`src/rtl/seven_seg_display_arbiter.sv`:
```
// Round-robin arbiter sharing a 4-digit multiplexed 7-segment display between two requesters.
// Optional leading-zero blanking is enabled with LEADING_ZERO_BLANK_EN.
module seven_seg_display_arbiter #(
    parameter int REFRESH_BITS = 20,
    parameter int MIN_HOLD     = 100000
) (
    input  logic        clk,
    input  logic        reset,
    input  logic        req0,
    input  logic [15:0] data0,
    input  logic        req1,
    input  logic [15:0] data1,
    output logic        gnt0,
    output logic        gnt1,
    output logic        busy,
    output logic        src,
    output logic        ovf,
    output logic [3:0]  an,
    output logic [0:6]  seg
);

    // state     | meaning
    // S_IDLE    | waiting for a request, grants issued here only
    // S_CONVERT | 16 shift-add-3 iterations on the captured value
    // S_COMMIT  | load digit registers, src and ovf
    // S_HOLD    | keep committed value on display, no grants
    typedef enum logic [1:0] {S_IDLE, S_CONVERT, S_COMMIT, S_HOLD} state_e;

    localparam int HOLD_W = (MIN_HOLD > 1) ? $clog2(MIN_HOLD + 1) : 1;
    localparam logic [HOLD_W-1:0]       HOLD_INIT = HOLD_W'(MIN_HOLD);
    localparam logic [HOLD_W-1:0]       HOLD_ONE  = HOLD_W'(1);
    localparam logic [REFRESH_BITS-1:0] REF_ONE   = REFRESH_BITS'(1);

    state_e state_q, state_d;

    logic                    gnt0_q, gnt0_d, gnt1_q, gnt1_d;
    logic                    last_gnt_q, last_gnt_d;
    logic [15:0]             sh_q, sh_d;
    logic [15:0]             bcd_q, bcd_d;
    logic [3:0]              iter_q, iter_d;
    logic [HOLD_W-1:0]       hold_q, hold_d;
    logic                    ovf_pend_q, ovf_pend_d;
    logic                    src_pend_q, src_pend_d;
    logic [15:0]             disp_q, disp_d;
    logic                    src_q, src_d;
    logic                    ovf_q, ovf_d;
    logic [REFRESH_BITS-1:0] refresh_q, refresh_d;

    logic        capture;
    logic        sel_src;
    logic [15:0] cap_val;
    logic        clamp;
    logic [15:0] bcd_adj;
    logic [1:0]  digit_sel;
    logic [3:0]  cur_digit;

    function automatic logic [0:6] seg_decode(input logic [3:0] d);
        logic [0:6] p;
        case (d)
            4'd0:    p = 7'b0000001;
            4'd1:    p = 7'b1001111;
            4'd2:    p = 7'b0010010;
            4'd3:    p = 7'b0000110;
            4'd4:    p = 7'b1001100;
            4'd5:    p = 7'b0100100;
            4'd6:    p = 7'b0100000;
            4'd7:    p = 7'b0001111;
            4'd8:    p = 7'b0000000;
            4'd9:    p = 7'b0000100;
            default: p = 7'b0000001;
        endcase
        return p;
    endfunction

    always_ff @(posedge clk or posedge reset) begin
        if (reset) state_q <= S_IDLE;
        else       state_q <= state_d;
    end

    always_comb begin
        state_d = state_q;
        case (state_q)
            S_IDLE:    if (req0 || req1) state_d = S_CONVERT;
            S_CONVERT: if (iter_q == 4'd0) state_d = S_COMMIT;
            S_COMMIT:  state_d = (MIN_HOLD == 0) ? S_IDLE : S_HOLD;
            S_HOLD:    if (hold_q == '0) state_d = S_IDLE;
            default:   state_d = S_IDLE;
        endcase
    end

    always_comb begin
        busy = (state_q != S_IDLE);
    end

    // On a tie the requester not granted last wins.
    always_comb begin
        capture = (state_q == S_IDLE) && (req0 || req1);
        sel_src = (req0 && req1) ? ~last_gnt_q : req1;
        cap_val = sel_src ? data1 : data0;
        clamp   = (cap_val > 16'd9999);
    end

    always_comb begin
        bcd_adj = bcd_q;
        for (int k = 0; k < 4; k++) begin
            if (bcd_q[k*4 +: 4] >= 4'd5) bcd_adj[k*4 +: 4] = bcd_q[k*4 +: 4] + 4'd3;
        end
    end

    always_comb begin
        gnt0_d     = 1'b0;
        gnt1_d     = 1'b0;
        last_gnt_d = last_gnt_q;
        sh_d       = sh_q;
        bcd_d      = bcd_q;
        iter_d     = iter_q;
        hold_d     = hold_q;
        ovf_pend_d = ovf_pend_q;
        src_pend_d = src_pend_q;
        disp_d     = disp_q;
        src_d      = src_q;
        ovf_d      = ovf_q;
        refresh_d  = refresh_q + REF_ONE;
        case (state_q)
            S_IDLE: begin
                if (capture) begin
                    sh_d       = clamp ? 16'd9999 : cap_val;
                    bcd_d      = 16'd0;
                    iter_d     = 4'd15;
                    ovf_pend_d = clamp;
                    src_pend_d = sel_src;
                    last_gnt_d = sel_src;
                    gnt0_d     = ~sel_src;
                    gnt1_d     = sel_src;
                end
            end
            S_CONVERT: begin
                {bcd_d, sh_d} = {bcd_adj, sh_q} << 1;
                iter_d        = iter_q - 4'd1;
            end
            S_COMMIT: begin
                disp_d = bcd_q;
                src_d  = src_pend_q;
                ovf_d  = ovf_pend_q;
                hold_d = HOLD_INIT;
            end
            S_HOLD: begin
                if (hold_q != '0) hold_d = hold_q - HOLD_ONE;
            end
            default: ;
        endcase
    end

    // Reset leaves last_gnt_q at 1 so that a tie after reset goes to req0.
    always_ff @(posedge clk or posedge reset) begin
        if (reset) begin
            gnt0_q     <= 1'b0;
            gnt1_q     <= 1'b0;
            last_gnt_q <= 1'b1;
            sh_q       <= '0;
            bcd_q      <= '0;
            iter_q     <= '0;
            hold_q     <= '0;
            ovf_pend_q <= 1'b0;
            src_pend_q <= 1'b0;
            disp_q     <= '0;
            src_q      <= 1'b0;
            ovf_q      <= 1'b0;
            refresh_q  <= '0;
        end else begin
            gnt0_q     <= gnt0_d;
            gnt1_q     <= gnt1_d;
            last_gnt_q <= last_gnt_d;
            sh_q       <= sh_d;
            bcd_q      <= bcd_d;
            iter_q     <= iter_d;
            hold_q     <= hold_d;
            ovf_pend_q <= ovf_pend_d;
            src_pend_q <= src_pend_d;
            disp_q     <= disp_d;
            src_q      <= src_d;
            ovf_q      <= ovf_d;
            refresh_q  <= refresh_d;
        end
    end

    assign gnt0 = gnt0_q;
    assign gnt1 = gnt1_q;
    assign src  = src_q;
    assign ovf  = ovf_q;

    always_comb begin
        digit_sel = refresh_q[REFRESH_BITS-1 -: 2];
        an        = 4'b1111;
        cur_digit = 4'd0;
        case (digit_sel)
            2'd0: begin an = 4'b0111; cur_digit = disp_q[15:12]; end
            2'd1: begin an = 4'b1011; cur_digit = disp_q[11:8];  end
            2'd2: begin an = 4'b1101; cur_digit = disp_q[7:4];   end
            default: begin an = 4'b1110; cur_digit = disp_q[3:0]; end
        endcase
`ifdef LEADING_ZERO_BLANK_EN
        if ((digit_sel == 2'd0 && disp_q[15:12] == 4'd0) ||
            (digit_sel == 2'd1 && disp_q[15:8]  == 8'd0) ||
            (digit_sel == 2'd2 && disp_q[15:4]  == 12'd0)) begin
            an = 4'b1111;
        end
`else
`endif
        seg = seg_decode(cur_digit);
    end

endmodule
```
`config.mk`:
```
export PLATFORM = sky130hd
export DESIGN_NAME = seven_seg_display_arbiter
export DESIGN_NICKNAME = d
export VERILOG_FILES = /design/src/rtl/seven_seg_display_arbiter.sv
export SDC_FILE = /design/constraint.sdc
export NUM_CORES = 1
export LEC_CHECK = 0
export ABC_AREA = 1
export CAP_MARGIN = 20
export CELL_PAD_IN_SITES_DETAIL_PLACEMENT = 0
export CELL_PAD_IN_SITES_GLOBAL_PLACEMENT = 1
export CORE_MARGIN = 4
export CORE_UTILIZATION = 40
export DETAILED_ROUTE_END_ITERATION = 16
export MAX_ROUTING_LAYER = met4
export PLACE_DENSITY = 0.81
export SETUP_SLACK_MARGIN = 0.2
export SLEW_MARGIN = 20
export SYNTH_ARGS = -nofsm -noshare
export SYNTH_HDL_FRONTEND = slang
export SYNTH_SLANG_ARGS = --single-unit
```
`constraint.sdc`:
```
create_clock -name clk -period 3.45 [get_ports clk]
set_input_delay 0.345 -clock clk [delete_from_list [all_inputs] [get_ports clk]]
set_output_delay 0.345 -clock clk [all_outputs]
set_load 0.005 [all_outputs]
```
==> results.ini, run 1 <==
[run_status]
status = finished clean

[sta]
timing.hold.ws_ns = 0.435
worst_pin_slew_ns = 0.614
setup_viol = 0
finalWorstSetupSlack_ns = 0.478
timing_hold_violations_final = 0
final.period_utilization = 0.861
period_minus_slack_ns = 2.97
slew_headroom = 0.591
rsz0062_at_grt = no
fin_tns_setup_ns = 0
skew_ns = 0.00814
final_max_slew_viol_count = 0
fmax_ghz = 0.337

[critical_path]
required_ns = 3.11
cp_slowest_cell = clkdlybuf4s50_1
start_kind = flip-flop
rr_worst_depth = 8
path_cells = nor2_2 > nand2_1 > nand3_1 > o21bai_1 > inv_1 > ha_1 > nor3_1 > clkdlybuf4s50_1
r2r_end = sh_q[7]
cp_num_buf_inv = 2
crit_type = reg -> out
r2r-start = state_q[1]
path_delay_family = buffers and inverters
cp_max_fo = 10
cp_slowest_stage_delay_ns = 0.54
endpoint_kind = output pin
ff2ff_setup_slack_ns = 1.05
cp.arrival_ns = 2.63

[route]
wl_per_cell_microns = 13.0
wl_mm = 11.7
ant_nets = 0
viasPerCell = 5.00
dr.pass1.iters = 4
vias = 4494
route.detailed.drc = 0
dr.first_iter.drc_count = 300

[final_layout]
multi_input_comb_area_sq_um = 2490
most-common-layout-cells = nand2_1, dfrtp_1, inv_1
n_fill_cell = 1329
final-seq-area_sq_um = 2450
syn_to_final_growth_pct = 17.8
drive_gt1_frac = 0.0595
diodes = 0
fin_cells = 899
layout_commonest_cell = nand2_1
fin_nets = 774

[clock_tree]
clock_path_buffers = 2
cts_num_sinks = 98
cts_buffers = 9
post_cts_buffers = 0
cts_tree = built
root_buffer = clkbuf_16
clkLatencyLatePin_ns = 0.34
htree_num_levels = 3
clk_pin_slew_ns = 0.07

[yosys]
synth_edf_count = 0
ys_seq_area_frac = 0.456
ys_warn_count = 0
syn_inst = 672
async_reset_ff_frac = 1.00
ys.flop_type = dfrtp_1
syn_area_sq_um = 5380
ys_seq_elements = 98
syn_area_per_cell_sq_um = 8.00
synth.distinct_cells = 41
synth_nets = 728

[grt]
grt_pass1_vias = 4324
antenna_found_initial = 0
grt_max_degree = 50
grt_pass1_wl_mm = 20.4
track_usage = 0.170
grt_overflow = 0

[place]
gp_congestion = 0.810
io_buffers = 51
placedCellCount = 883
dpl.hpwl_mm = 8.77
dp_worst_setup_slack_ns = 0.804

[power]
leakagePower_uw = 0.00304
peakVddDrop_mv = 0.224
pwr_density_cell_nw_per_um2 = 374

[die]
core_area_sq_um = 13200
fp-row-count = 42
initial_utilization = 0.408
dieArea_sq_um = 15400
die_y_microns = 124
fp.dieW_microns = 124
ios = 52

[job]
cap_violations = 0

[worst_hold_path]
hp-class = in -> async

==> routing by layer <==
metal,up-vias,global-route usage,part of all wire
met5,-,-,0
met2,115,0.256,0.45
met4,0,0.0657,0.022
li1,2279,-,-
met1,2083,0.228,0.48
met3,17,0.0327,0.047
==> cells by family after synthesis <==
kind of cell               count (synthesis)  share of synthesized area
and+or+nand+nor                          321                      0.257
AOI/OAI and AO/OA                        107                      0.117
buffers and inverters                    100                     0.0801
DFF                                       98                      0.456
xor gates and xnor gates                  25                     0.0407
adders and majority gates                 20                     0.0465
muxes                                      1                    0.00186
==> stage by stage <==
step	instance area (sq um)	power (uW)	util
after floorplan	5380	1270	-
after global placement	6010	1330	0.456
after detailed placement	6010	1330	0.456
after CTS	6330	2400	0.480
after global routing	6330	2470	0.480
final	6330	2370	0.480
==> Yosys cell counts, types with 3 or more instances <==
cell | count | area share
a32o_1 | 3 | 0.0056
inv_1 | 75 | 0.052
o211ai_1 | 5 | 0.0070
buf_2 | 5 | 0.0047
ha_1 | 20 | 0.047
a31oi_1 | 4 | 0.0047
nor2_1 | 71 | 0.050
o22ai_1 | 7 | 0.0081
buf_4 | 3 | 0.0042
nor4_1 | 3 | 0.0035
clkinv_1 | 3 | 0.0021
nand3_1 | 59 | 0.055
nand2_1 | 157 | 0.11
buf_6 | 5 | 0.010
o2111ai_1 | 4 | 0.0065
nand3b_1 | 3 | 0.0042
o21ai_0 | 46 | 0.043
nand2_2 | 6 | 0.0070
nor3_1 | 4 | 0.0037
xor2_1 | 19 | 0.031
clkbuf_1 | 8 | 0.0056
nand4_1 | 8 | 0.0093
or2_2 | 3 | 0.0035
dfrtp_1 | 97 | 0.45
xnor2_1 | 6 | 0.0098
a21oi_1 | 27 | 0.025
==> worst register-to-register path, cell delays in order (launching register included) <==
cell	delay (ns)
dfrtp_1	0.40
inv_1	0.10
ha_1	0.14
buf_4	0.31
clkinv_1	0.35
a21oi_2	0.42
inv_2	0.27
a21oi_1	0.23
a21oi_2	0.07
==> state kept, by name, indices dropped and copies added (netlist names) <==
register / cells
src: 1
state_q: 2
bcd_q: 16
refresh_q: 20
last_gnt_q: 1
hold_q: 17
src_pend_q: 1
iter_q: 4
ovf: 1
gnt1: 1
ovf_pend_q: 1
sh_q: 16
gnt0: 1
disp_q: 16
==> worst max path at each step <==
stage / from / slack, ns / to / depth (start not counted)
floorplan: reset / 0.54 / bcd_q[0] / 1
global placement: refresh_q[18] / 0.96 / seg[1] / 6
detailed placement: refresh_q[18] / 0.80 / seg[1] / 6
CTS: refresh_q[18] / 0.42 / seg[1] / 6
global route: refresh_q[19] / 0.27 / seg[1] / 8
finish: refresh_q[19] / 0.48 / seg[1] / 8
==> cell type report <==
cell class                      instances  share of cell area
Clock buffer                           11              0.0383
Clock inverter                          5              0.0122
Inverter                               79              0.0472
Multi-Input combinational cell        474               0.394
Sequential cell                        98               0.387
Tap cell                              176              0.0348
Timing Repair Buffer                   56              0.0865
==> what timing repair did <==
| action | in CTS | in global routing |
|---|---|---|
| endpoints found under the setup margin | 0 | 1 |
| gates resized for setup | 0 | 1 |
| hold buffers | 0 | 0 |
| hold endpoints to repair | 0 | 0 |
==> power breakdown <==
part           leakage, uW  switching [uW]  total [uW]  internal (uW)
clock network     0.000156             409        1060            652
registers          0.00124            6.33        1170           1160
logic              0.00165            74.6         138           63.2
total              0.00304             490        2370           1880
Note: power is estimated with default switching activity, not from simulation.
==> inputs of run 2 (changes only) <==
--- a/config.mk
+++ b/config.mk
@@ -15,6 +15,7 @@
 export MAX_ROUTING_LAYER = met4
 export PLACE_DENSITY = 0.81
 export SETUP_SLACK_MARGIN = 0.2
+export SKIP_CTS_REPAIR_TIMING = 1
 export SLEW_MARGIN = 20
 export SYNTH_ARGS = -nofsm -noshare
 export SYNTH_HDL_FRONTEND = slang
==> results of run 2 <==
Same layout as run 1: the final DEF is identical, and so are final timing and power.
==> inputs of run 3 (changes only) <==
--- a/config.mk
+++ b/config.mk
@@ -5,7 +5,6 @@
 export SDC_FILE = /design/constraint.sdc
 export NUM_CORES = 1
 export LEC_CHECK = 0
-export ABC_AREA = 1
 export CAP_MARGIN = 20
 export CELL_PAD_IN_SITES_DETAIL_PLACEMENT = 0
 export CELL_PAD_IN_SITES_GLOBAL_PLACEMENT = 1
@@ -13,7 +12,8 @@
 export CORE_UTILIZATION = 40
 export DETAILED_ROUTE_END_ITERATION = 16
 export MAX_ROUTING_LAYER = met4
-export PLACE_DENSITY = 0.81
+export PLACE_DENSITY = 0.79
+export REMOVE_ABC_BUFFERS = 1
 export SETUP_SLACK_MARGIN = 0.2
 export SKIP_CTS_REPAIR_TIMING = 1
 export SLEW_MARGIN = 20
==> run 3 against run 2 <==
Global-route usage down 1.2 points. Clock skew down 0.0036 ns. Die area down 4.2%. Utilization up 0.93 points. Setup slack better by 0.040 ns. Sequential power up 15%. Power up 18%. Non-clock buffer count up 1. Count of clock-buffer cells in the layout down 1. Routed wire length down 8.7%. Sequential share of layout area up 1.1 points.
==> results.ini, run 3 <==
[route]
vias = 3803  ; -15%
route.detailed.drc = 0  ; unchanged
dr.first_iter.drc_count = 252  ; -16%
ant_nets = 0  ; unchanged
wl_per_cell_microns = 14.6  ; +12%
dr.pass1.iters = 5  ; +1
viasPerCell = 5.21  ; +4.2%
wl_mm = 10.6  ; -8.7%

[die]
dieArea_sq_um = 14700  ; -4.2%
fp-row-count = 41  ; -2.4%
core_area_sq_um = 12600  ; -4.7%
die_y_microns = 121  ; -2.1%
ios = 52  ; unchanged
fp.dieW_microns = 121  ; -2.1%
initial_utilization = 0.408  ; +0.000854

[clock_tree]
root_buffer = clkbuf_16
clock_path_buffers = 2  ; unchanged
htree_num_levels = 3  ; unchanged
cts_tree = built
clkLatencyLatePin_ns = 0.34  ; about the same
cts_num_sinks = 98  ; unchanged
cts_buffers = 9  ; unchanged
clk_pin_slew_ns = 0.06  ; about the same

[final_layout]
fin_util = 0.489  ; +0.00932
largest_reg_flops = 20  ; unchanged
most-common-layout-cells = dfrtp_1, clkdlybuf4s50_1, nand2_1
biggestRegsByFlops = refresh_q (20), hold_q (17)
syn_to_final_growth_pct = 19.8
drive_gt1_frac = 0.0968  ; +0.0373
design_area_sq_um = 6150  ; -2.9%
fin_nets = 609  ; -21%
diodes = 0  ; unchanged
layout_commonest_cell = dfrtp_1
regMostFlops = refresh_q

[grt]
grt_max_degree = 59  ; +18%
grt_overflow = 0  ; unchanged
grt_pass1_vias = 3927  ; -9.2%
grt_util_met1 = 0.198  ; -0.0305
grt_use_met3 = 0.0284  ; -0.00426
busiest_layer = met2
grt_pass1_wl_mm = 18.2  ; -11%
track_usage = 0.157  ; -0.0125
use_met2 = 0.258  ; +0.00255
antenna_found_initial = 0  ; unchanged

[yosys]
synth_edf_count = 0  ; unchanged
syn_inst = 506  ; -25%
yosysMostFrequentCell = dfrtp_1
syn_area_sq_um = 5130  ; -4.5%
ys.flop_type = dfrtp_1
syn_area_per_cell_sq_um = 10.1  ; +27%
synth_top_area_share = 0.473  ; +0.0213
ys_seq_area_frac = 0.478  ; +0.0216
synth_commonest_cells = dfrtp_1, nand2_1, nor2_1, a21oi_1, inv_1
ys_seq_elements = 98  ; unchanged
async_reset_ff_frac = 1.00  ; unchanged
ys_warn_count = 0  ; unchanged
synth_area_leader_cell = dfrtp_1
synth_area_leaders = dfrtp_1, ha_1, mux2_2
synth.distinct_cells = 56  ; +37%

[critical_path]
endpoint_kind = output pin
required_ns = 3.11  ; about the same
cp_max_fo = 10  ; unchanged
start_kind = flip-flop
cp.arrival_ns = 2.59  ; -0.04 ns
crit_type = reg -> out

[power]
leakagePower_uw = 0.00267  ; -12%
power_uw = 2790  ; +18%
peakVddDrop_mv = 0.254  ; +14%
pwr_density_cell_nw_per_um2 = 454  ; +21%

[place]
io_buffers = 51  ; unchanged
dpl.hpwl_mm = 7.66  ; -13%
placed_area_sq_um = 5830  ; -3.0%
gp_congestion = 0.822  ; +1.4%

[run_status]
status = finished clean

[sta]
skew_ns = 0.00457  ; -0.00358 ns
final_max_slew_viol_count = 0  ; unchanged
fmax_ghz = 0.341  ; +1.4%
timing_hold_violations_final = 0  ; unchanged
setup_viol = 0  ; unchanged
rsz0062_at_grt = no
worst_pin_slew_ns = 0.728  ; +0.114 ns
final.period_utilization = 0.850  ; -0.0116
timing.hold.ws_ns = 0.455  ; +0.0196 ns
fin_tns_setup_ns = 0  ; unchanged
period_minus_slack_ns = 2.93  ; -0.0399 ns
slew_headroom = 0.515  ; -0.0758

[job]
cap_violations = 0  ; unchanged

[worst_hold_path]
hp-class = reg -> reg

## run 3: final cells by class
class                      instances  area [sq um]
clock buffer                      10           229
multi-input combinational        364          2510
fill                            1107          6420
timing repair buffer              57           568
inverter                          23          88.8
clock inverter                     6          88.8
tap                              172           215
sequential                        98          2450
## run 3: logic make-up after synthesis
group | synth area share
fa+ha+maj | 0.0487
buf+inv | 0.0341
mux | 0.0963
xor+xnor | 0.0529
simple gates | 0.170
flops | 0.478
compound gates | 0.120
## run 3: power breakdown
group / total [uW] / internal, uW / switching [uW]
Combinational: 387 / 196 / 191
Clock: 1070 / 637 / 432
Sequential: 1340 / 1240 / 94.9
## run 3: worst paths after layout
check	start	endpoint	slack (ns)	cells after the start
max in group asynchronous	reset	last_gnt_q	2.24	3
min reg2reg	refresh_q[0]	refresh_q[0]	0.45	1
max reg2reg	state_q[1]	sh_q[8]	0.91	7
max	refresh_q[18]	seg[4]	0.52	6
min in group asynchronous	reset	refresh_q[15]	0.49	2
min	refresh_q[0]	refresh_q[0]	0.45	1
## run 3: per-stage QoR
stage          instances  worst slack, ns
2_1_floorplan        485            0.545
3_3_place_gp         714            0.945
3_5_place_dp         714            0.882
4_1_cts              730            0.512
5_1_grt              730            0.351
6_report             730            0.518
## run 3: per-layer routing
metal	up-vias	part of all wire
met1	1852	0.46
met2	64	0.50
met3	9	0.029
li1	1878	-
met4	0	0.012
met5	-	0
## run 3: critical path, cell delays in order, from the launching register on
cell	delay, ns
dfrtp_1	0.57
mux4_2	0.62
inv_1	0.11
ha_1	0.17
mux2i_1	0.08
o22ai_1	0.17
clkdlybuf4s50_1	0.53
